[config.mk]
export PLATFORM = sky130hd
export DESIGN_NAME = cart_loader
export DESIGN_NICKNAME = d
export VERILOG_FILES = /design/src/rtl/cart_pkg.sv /design/src/rtl/spram.sv /design/src/rtl/cart_loader.sv
export SDC_FILE = /design/constraint.sdc
export NUM_CORES = 1
export LEC_CHECK = 0
export ABC_CLOCK_PERIOD_IN_PS = 7000
export BUFFER_PORTS_ARGS = -buffer_cell sky130_fd_sc_hd__buf_2
export CAP_MARGIN = 20
export CORE_MARGIN = 1
export CORE_UTILIZATION = 41
export CTS_CLUSTER_DIAMETER = 150
export DETAILED_ROUTE_END_ITERATION = 8
export PLACE_DENSITY_LB_ADDON = 0.2
export RECOVER_POWER = 25
export SYNTH_ARGS = -nofsm -noshare
export SYNTH_HDL_FRONTEND = slang
export SYNTH_HIERARCHICAL = 1
export SYNTH_SLANG_ARGS = --single-unit
[constraint.sdc]
create_clock -name clock -period 7 [get_ports clock]
set_input_delay 1.4 -clock clock [delete_from_list [all_inputs] [get_ports clock]]
set_output_delay 1.4 -clock clock [all_outputs]
set_load 0.05 [all_outputs]
[src/rtl/cart_pkg.sv]
// Shared definitions for the cart download path: loader FSM states, A78
// header geometry and the "ATARI7800" signature bytes.
package cart_pkg;

  typedef enum logic [2:0] {
    IDLE,
    HEADER,
    FLUSH,
    DATA,
    DONE
  } loader_state_t;

  // Header length in bytes; also the depth of the header buffer.
  localparam logic [7:0] HDR_LEN = 8'd128;

  // Signature expected at header offsets 1..9, first byte at index 0.
  localparam logic [0:8][7:0] HDR_MAGIC = {
    8'h41, 8'h54, 8'h41, 8'h52, 8'h49, 8'h37, 8'h38, 8'h30, 8'h30
  };

  localparam logic [7:0] HDR_MAGIC_LO = 8'd1;
  localparam logic [7:0] HDR_SIZE_HI  = 8'd49;
  localparam logic [7:0] HDR_TYPE_HI  = 8'd53;
  localparam logic [7:0] HDR_TYPE_LO  = 8'd54;

  function automatic logic [7:0] magic_byte(input logic [3:0] idx);
    return HDR_MAGIC[idx];
  endfunction

endpackage

[src/rtl/spram.sv]
// Single-port RAM with registered read (one cycle read latency).
// Ports: clock; address; wren/data write port; q read data, valid the
// cycle after the address is presented.
module spram #(
  parameter int addr_width = 7,
  parameter int data_width = 8
) (
  input  logic                  clock,
  input  logic [addr_width-1:0] address,
  input  logic                  wren,
  input  logic [data_width-1:0] data,
  output logic [data_width-1:0] q
);

  logic [data_width-1:0] mem [2**addr_width];

  always_ff @(posedge clock) begin
    if (wren) mem[address] <= data;
    q <= mem[address];
  end

endmodule

[src/rtl/cart_loader.sv]
// Byte-stream loader from the HPS download channel into cart ROM.
// The first HDR_LEN bytes are buffered and checked for an A78 header.
// With a valid header the payload is written from ROM address 0 and the
// size/flags fields are decoded; otherwise the buffered bytes are replayed
// to ROM (stalling the source with dl_wait) and the rest is streamed.
// Ports:
//   clock, reset        : clock, synchronous active-high reset
//   dl_active/wr/data   : download level, byte strobe, byte
//   dl_wait             : stall request to the source (registered)
//   rom_wr/_addr/_data  : ROM byte write port
//   cart_flags/size     : mapper flags and image size, valid with cart_loaded
//   cart_loaded         : image complete
//   overflow            : payload exceeded 2^ROM_AW bytes, excess dropped
module cart_loader import cart_pkg::*; #(
  parameter int ROM_AW = 18
) (
  input  logic              clock,
  input  logic              reset,
  input  logic              dl_active,
  input  logic              dl_wr,
  input  logic [7:0]        dl_data,
  output logic              dl_wait,
  output logic              rom_wr,
  output logic [ROM_AW-1:0] rom_wr_addr,
  output logic [7:0]        rom_wr_data,
  output logic [9:0]        cart_flags,
  output logic [31:0]       cart_size,
  output logic              cart_loaded,
  output logic              overflow
);

  localparam int PW = ROM_AW + 1;

  loader_state_t state;
  logic          dl_active_d;
  logic          dl_rise;
  logic [7:0]    cnt;
  logic [7:0]    cnt_nx;
  logic [7:0]    fidx;
  logic [7:0]    flush_len;
  logic          magic_ok;
  logic          hdr_valid;
  logic [31:0]   hsize;
  logic [1:0]    type_hi;
  logic [7:0]    type_lo;
  logic [PW-1:0] pcnt;
  logic [7:0]    moff;
  logic [7:0]    soff;
  logic          hdr_last;
  logic          buf_we;
  logic [6:0]    buf_addr;
  logic [7:0]    buf_q;
  logic          fl_vld_p1;
  logic [6:0]    fl_addr_p1;

  assign dl_rise  = dl_active & ~dl_active_d;
  assign buf_we   = (state == HEADER) && dl_wr;
  assign buf_addr = (state == FLUSH) ? fidx[6:0] : cnt[6:0];
  assign cnt_nx   = cnt + {7'd0, dl_wr};
  assign hdr_last = dl_wr && (cnt == HDR_LEN - 8'd1);
  // Offsets relative to each header field; wrap-around keeps bytes below
  // the field start out of range.
  assign moff     = cnt - HDR_MAGIC_LO;
  assign soff     = cnt - HDR_SIZE_HI;

  spram #(.addr_width(7), .data_width(8)) hdr_buf (
    .clock   (clock),
    .address (buf_addr),
    .wren    (buf_we),
    .data    (dl_data),
    .q       (buf_q)
  );

  always_ff @(posedge clock) begin
    if (reset) begin
      state       <= IDLE;
      // Track the current level so a download already in progress is not
      // seen as a fresh rise once reset releases.
      dl_active_d <= dl_active;
      cnt         <= 8'd0;
      fidx        <= 8'd0;
      pcnt        <= '0;
      magic_ok    <= 1'b0;
      hdr_valid   <= 1'b0;
      fl_vld_p1   <= 1'b0;
      dl_wait     <= 1'b0;
      rom_wr      <= 1'b0;
      rom_wr_addr <= '0;
      rom_wr_data <= 8'd0;
      cart_flags  <= 10'd0;
      cart_size   <= 32'd0;
      cart_loaded <= 1'b0;
      overflow    <= 1'b0;
    end else begin
      dl_active_d <= dl_active;
      rom_wr      <= 1'b0;
      fl_vld_p1   <= 1'b0;
      fl_addr_p1  <= fidx[6:0];

      // p1 -> output: buffer data is valid one cycle after its read
      if (fl_vld_p1) begin
        rom_wr      <= 1'b1;
        rom_wr_addr <= ROM_AW'(fl_addr_p1);
        rom_wr_data <= buf_q;
      end

      if (dl_rise) begin
        cnt         <= 8'd0;
        fidx        <= 8'd0;
        pcnt        <= '0;
        magic_ok    <= 1'b1;
        hdr_valid   <= 1'b0;
        hsize       <= 32'd0;
        type_hi     <= 2'd0;
        type_lo     <= 8'd0;
        cart_loaded <= 1'b0;
        overflow    <= 1'b0;
        cart_size   <= 32'd0;
        cart_flags  <= 10'd0;
        dl_wait     <= 1'b0;
        rom_wr      <= 1'b0;
        state       <= HEADER;
      end else begin
        case (state)
          IDLE: ;

          HEADER: begin
            if (dl_wr) begin
              cnt <= cnt_nx;
              if (moff < 8'd9 && dl_data != magic_byte(moff[3:0])) magic_ok <= 1'b0;
              if (soff < 8'd4) hsize <= {hsize[23:0], dl_data};
              if (cnt == HDR_TYPE_HI) type_hi <= dl_data[1:0];
              if (cnt == HDR_TYPE_LO) type_lo <= dl_data;
            end
            // A byte arriving together with the fall is counted first.
            if (hdr_last && magic_ok) begin
              hdr_valid <= 1'b1;
              pcnt      <= '0;
              state     <= dl_active ? DATA : DONE;
            end else if (hdr_last) begin
              flush_len <= HDR_LEN;
              fidx      <= 8'd0;
              state     <= FLUSH;
            end else if (!dl_active) begin
              flush_len <= cnt_nx;
              fidx      <= 8'd0;
              state     <= (cnt_nx == 8'd0) ? DONE : FLUSH;
            end
          end

          FLUSH: begin
            dl_wait <= 1'b1;
            if (fidx < flush_len) begin
              fl_vld_p1 <= 1'b1;
              fidx      <= fidx + 8'd1;
            end
            // Leave once the final byte is heading to the ROM port; dl_wait
            // stays high through that write.
            if (fl_vld_p1 && {1'b0, fl_addr_p1} == flush_len - 8'd1) begin
              pcnt  <= PW'(flush_len);
              state <= dl_active ? DATA : DONE;
            end
          end

          DATA: begin
            dl_wait <= 1'b0;
            if (dl_wr) begin
              if (pcnt[ROM_AW]) begin
                overflow <= 1'b1;
              end else begin
                rom_wr      <= 1'b1;
                rom_wr_addr <= pcnt[ROM_AW-1:0];
                rom_wr_data <= dl_data;
                pcnt        <= pcnt + PW'(1);
              end
            end
            if (!dl_active) state <= DONE;
          end

          DONE: begin
            dl_wait     <= 1'b0;
            cart_loaded <= 1'b1;
            cart_size   <= (hdr_valid && hsize != 32'd0) ? hsize : 32'(pcnt);
            cart_flags  <= hdr_valid ? {type_hi[0], type_hi[1], type_lo} : 10'd0;
            state       <= IDLE;
          end

          default: state <= IDLE;
        endcase
      end
    end
  end

endmodule

==> qor.yml, run 1 <==
ir_drop_mv: 0.248
timing.final.crit_share_pct: 68.1
path_cells: "nand2b_1 -> nor2_1 -> buf_4 -> nand2_1 -> nand2_4 -> buf_4 -> mux2_2 -> a221oi_1 -> o22a_1 -> o2bb2ai_1 -> nor3_1 -> nand4_1"
start_util_pct: 41.6
drive_above_1_share_pct: 12.7
min_path_type: "register to register"
post-cts-setup-buffer-count: 0
cts.sinks: 1203
routed-via-count: 31124
synthTopCellsByArea: "edfxtp_1 67%, dfxtp_1 5.0%, a221oi_1 4.0%"
coreArea_sq_um: 117000
power_per_cell_area_nw_per_um2: 270
rsz0062_at_grt: "no"
grt_max_degree: 150
yosys.area.top_type: "edfxtp_1"
place_congestion: 0.884
fmax_mhz: 210
clk_latency_ns: 0.75
critPathLaunchType: "register"
grt-ovfl-total: 0
synthSimpleGateAreaFrac_pct: 7.31
drt_iter0_drc: 3961
antenna_left: 0
postSynthAreaPerCell_sq_um: 14.5
worst-path-buf-inv: 2
path_max_fanout: 44
fin_cells: 5038
nNetsFinal: 3441
cts_resized: 0
die_h_microns: 346
grt_pass1_wl_microns: 216000
cpMostUsedCell: "buf_4"
synth_top_area_share_pct: 66.8
crit_type: "register to register"
synthXorXnorAreaFrac_pct: 0.559
row_count: 125
drv_cap: 13
grt.total_usage_pct: 24.7
violations: "capacitance limit, slew limit"
synth_ff_type: "edfxtp_1"
antenna_cells: 0
cp.arrival_ns: 5.33
slew_headroom_pct: -148
clockBufferDepth: 3
critPathTopFamily: "simple AND/OR/NAND/NOR gates"
cp.required_ns: 7.57
cts_tree: "yes"
clk_pin_slew_ns: 0.06
ctsHoldBuffers: 0
ios: 84
syn_nets: 3390
netlist_instances: 3359
clockRootBuffer: "clkbuf_16"
synth_seq_cells: 1203
wirelength_microns: 150000
synthMuxAreaShare_pct: 4.06
syn2layout_area_growth_pct: 12.3
synth-seq-area-share_pct: 71.9
status: "complete, but fails checks"
cts_buffers: 133
dp.cells: 4796
grt_pass1_vias: 29846
remaining_drc_errors: 0
crit_slowest_cell: "buf_4"
slowest_delay_ns: 0.64
synth_compound_area_share_pct: 12.9
multi_input_area_sq_um: 12400
ys_types: 85
htreeDepth: 4
maxSlewViolCount: 611
regArea_sq_um: 34900
wire_per_inst_microns: 29.7
power.leakage_uw: 0.0170
synthAdderAreaFrac_pct: 0.489
period_needed_ns: 4.77
dieArea_sq_um: 120000
clock_skew_ns: 0.0327
synth_top_family_by_area: "compound AO/OA/AOI/OAI gates"
synth_enable_flop_cells: 1081
synth-async-reset-ratio_pct: 0
portBuffers: 83
finalHoldViolCount: 0
synth_warnings: 6
first_pass_iters: 6
routed_via_density: 6.18
cp-end-kind: "register"
nFillCells: 10163
antenna_found_initial: 4
setup_viol: 0
synth.cell_area_sq_um: 48600
final.setup.tns_ns: 0
tightest_slew_ns: 3.72
dp_hpwl_microns: 90700
die_w_microns: 346
worst paths after layout:
path | from | endpoint | slack [ns] | cells past startpoint
worst min-delay path | cart_size[26]$_SDFFE_PP0N_ | cart_size[26]$_SDFFE_PP0N_ | 0.45 | 2
worst max-delay path | state[1]$_SDFFE_PP0P_ | hdr_buf/q[5]$_DFF_P_ | 2.23 | 12
worst max register to register | state[1]$_SDFFE_PP0P_ | hdr_buf/q[5]$_DFF_P_ | 2.23 | 12
worst min register to register | cart_size[26]$_SDFFE_PP0N_ | cart_size[26]$_SDFFE_PP0N_ | 0.45 | 2
per-stage QoR:
step	hold WS, ns	util [%]	instance area (sq um)	power, uW	worst slack, ns
floorplan	0.457	-	48600	8090	2.72
global placement	0.436	43.1	50400	8280	2.24
detailed placement	0.442	43.2	50500	8280	2.36
CTS	0.449	46.7	54600	14800	2.33
global route	0.470	46.7	54500	15100	2.04
finish	0.446	46.7	54500	14700	2.23
flip-flops by register name, summed over array words and instances (netlist names), 2 cells and up:
register,flops
hdr_buf/mem,1024
fidx,8
rom_wr_data,8
cart_size,32
flush_len,8
type_hi,2
type_lo,8
state,3
cart_flags,10
fl_addr_p1,7
cnt,8
rom_wr_addr,18
hsize,32
hdr_buf/q,8
pcnt,19
synthesized netlist by cell type (all sizes together), types with 4 or more instances:
library cell and count:
edfxtp 1081, nor2 335, a221oi 225, nand2 195, a21oi 192, clkbuf 127, buf 126, dfxtp 122
o21ai 109, mux2i 99, a22oi 76, mux2 65, nand3 62, a211oi 47, a22o 41, and2 41
nor3 39, o22ai 31, inv 26, a221o 20, ha 19, nor2b 19, xor2 19, nand2b 18
o211ai 18, o221ai 18, nand4 17, nor4 16, xnor2 12, mux4 11, nand3b 11, o22a 11
or3 10, o31ai 9, o32ai 8, a2111oi 6, a2bb2oi 6, a31oi 5, a32oi 5, a21o 4
o2111ai 4, o2bb2ai 4
where the power goes:
group          total [uW]  switching (uW)  internal [uW]  leakage [uW]
Sequential           7860            17.0           7840        0.0107
Clock                6620            2840           3780       0.00201
Combinational         276             226           50.3       0.00431
final cells by class:
| cell class | instances | area share, % |
|---|---|---|
| flip-flops and latches | 1203 | 64.0 |
| multi-input cells | 1877 | 22.7 |
| clock buffers | 165 | 6.48 |
| well taps | 1524 | 3.50 |
| repair buffers | 169 | 2.09 |
| clock inverters | 74 | 1.02 |
| inverters | 26 | 0.184 |
layout by cell type, fill, tap and decap left out, types with 75 or more instances in the layout:
master        n
nor2_1      333
a221oi_1    222
edfxtp_1   1081
mux2i_1      99
a22oi_1      75
clkbuf_16   136
a21oi_1     191
dfxtp_1     122
nand2_1     191
o21ai_0     104
kinds of logic (layout without fill, tap and decap cells):
kind of cell | after synthesis | in the layout
AO/OA/AOI/OAI | 867 | 867
XOR/XNOR | 31 | 31
adder cells (fa/ha/maj) | 19 | 19
buffers and inverters | 279 | 434
flip-flops | 1203 | 1203
multiplexers | 175 | 175
AND/OR/NAND/NOR | 785 | 785
routing by layer:
metal,GRT usage (%),vias up,routed length (microns)
li1,-,13389,-
met1,35.0,15879,63200
met2,38.2,1578,68800
met3,4.37,272,12600
met4,8.66,6,4970
met5,0,-,46
tightest hold or removal path, stage by stage, from the launching register on:
cell	delay, ns
dfxtp_1	0.30
nand2_1	0.05
a21oi_1	0.05
Power figures use the tool's default switching activity.
==> run 2, diff against run 1 <==
- ABC_CLOCK_PERIOD_IN_PS: 7000 -> 4700
- clock period: 7 -> 4.7 ns (I/O delays scaled with it)
==> qor.yml, run 2 (same netlist as run 1, synthesis figures left out) <==
status: "complete, but fails checks"
violations: "capacitance limit, slew limit"
maxSlewViolCount: 595
ios: 84
cts.sinks: 1203
remaining_drc_errors: 0
wirelength_microns: 153000
drv_cap: 12
ctsHoldBuffers: 0
finalPower_uw: 22000
final_cell_mix: "1081 x edfxtp_1, 333 x nor2_1, 222 x a221oi_1, 200 x buf_4, 192 x nand2_1"
wire_per_inst_microns: 29.7
grt.total_usage_pct: 25.4
post-cts-setup-buffer-count: 0
first_pass_iters: 5
dieArea_sq_um: 120000
clk_latency_ns: 0.75
p_seq_share_pct: 53.3
clockBufferDepth: 3
rsz0062_at_grt: "no"
place_congestion: 0.896
switching_share_pct: 20.7
drive_above_1_share_pct: 15.8
start_util_pct: 41.6
grt_pass1_wl_microns: 223000
die_w_microns: 346
cp.arrival_ns: 5.05
row_count: 125
power_switching_uw: 4550
fin_cells: 5169
antenna_left: 0
period_needed_ns: 4.50
coreArea_sq_um: 117000
nNetsFinal: 3580
final.setup.tns_ns: 0
internal-power_uw: 17400
grt_pass1_vias: 30778
crit_type: "register to register"
dp.cells: 4940
grt-ovfl-total: 0
min_path_type: "primary input to register"
path_cells: "nand2b_1 -> nor2_1 -> buf_4 -> nand2_1 -> nand2_2 -> buf_4 -> nand2b_1 -> nor2_1 -> o21ai_0 -> nand4_1 -> nor3_1 -> nand4_1"
cp-end-kind: "register"
clock_skew_ns: 0.0294
cts_resized: 0
cts_buffers: 130
drt_iter0_drc: 3965
power_frac_comb_pct: 2.0
largest_registers: "hdr_buf/mem: 1024 flops, cart_size: 32 flops, hsize: 32 flops"
clockRootBuffer: "clkbuf_16"
fmax_mhz: 222
cts_tree: "yes"
dp_hpwl_microns: 97000
clk_pin_slew_ns: 0.06
tightest_slew_ns: 3.36
critPathLaunchType: "register"
final_common_cell: "edfxtp_1"
largest_reg_flops: 1024
portBuffers: 83
timing.final.crit_share_pct: 95.7
routed-via-count: 31842
clkPwrFrac_pct: 44.7
routed_via_density: 6.16
power.leakage_uw: 0.0178
finalHoldViolCount: 0
syn2layout_area_growth_pct: 14.6
setup_viol: 0
power_per_cell_area_nw_per_um2: 394
ir_drop_mv: 0.386
cp.required_ns: 5.25
regMostFlops: "hdr_buf/mem"
die_h_microns: 346
path_max_fanout: 19
crit_slowest_cell: "nand2b_1"
slew_headroom_pct: -124
antenna_found_initial: 2
htreeDepth: 4
grt_max_degree: 89
slowest_delay_ns: 0.80
## run 2: cell count changes in the layout (fill, tap and decap cells not counted), sizes merged
cell | before | now
buf | 150 | 292
bufinv | 5 | 6
clkbuf | 184 | 191
clkinv | 58 | 43
clkinvlp | 4 | 2
diode | 0 | 1
inv | 33 | 30
## run 2: critical path, delay by kind of cell (launching register included)
| kind | cells | cell delay (ns) |
|---|---|---|
| and+or+nand+nor | 9 | 2.84 |
| buffers and inverters | 2 | 0.66 |
| DFF | 1 | 0.51 |
| AOI/OAI and AO/OA | 1 | 0.27 |
## run 2: routing by layer
| metal | up-vias | GRT usage [%] | share of wire [%] |
|---|---|---|---|
| met4 | 2 | 9.45 | 3.6 |
| met2 | 1566 | 39.0 | 45 |
| li1 | 13647 | - | - |
| met5 | - | 0 | 0.0085 |
| met1 | 16323 | 36.0 | 43 |
| met3 | 304 | 4.45 | 8.4 |
## run 2: power by group through the flow
stage                     Clock (uW)  Combinational [uW]  Sequential (uW)
after floorplan                    0                 146            11900
after global placement             0                 432            11900
after detailed placement           0                 439            11900
after CTS                       9970                 440            11700
after global routing           10400                 457            11700
final                           9820                 434            11700
## run 2: area by class of cell
type / count / area [sq um]
clock inverters: 55 / 498
inverters: 26 / 100
well taps: 1524 / 1910
fillers: 10120 / 61200
flip-flops and latches: 1203 / 34900
multi-input cells: 1877 / 12400
clock buffers: 172 / 3550
diodes: 1 / 2.50
repair buffers: 311 / 2320
## run 2: path summary, 6_finish.rpt
path,startpoint,end,slack (ns),cells past startpoint
worst max register to register,state[1]$_SDFFE_PP0P_,hdr_buf/q[5]$_DFF_P_,0.20,12
worst min-delay path,dl_active,dl_active_d$_DFF_P_,0.44,1
worst min register to register,cart_size[28]$_SDFFE_PP0N_,cart_size[28]$_SDFFE_PP0N_,0.44,2
worst max-delay path,state[1]$_SDFFE_PP0P_,hdr_buf/q[5]$_DFF_P_,0.20,12
## run 2: stage by stage
stage	setup slack (ns)	hold WS (ns)	instance area [sq um]	util, %
6_report	0.200	0.436	55700	47.7
5_1_grt	0.0987	0.438	55700	47.7
4_1_cts	0.139	0.340	55700	47.7
3_5_place_dp	0.202	0.443	51700	44.2
3_3_place_gp	0.174	0.437	51700	44.2
2_1_floorplan	0.883	0.457	48600	-
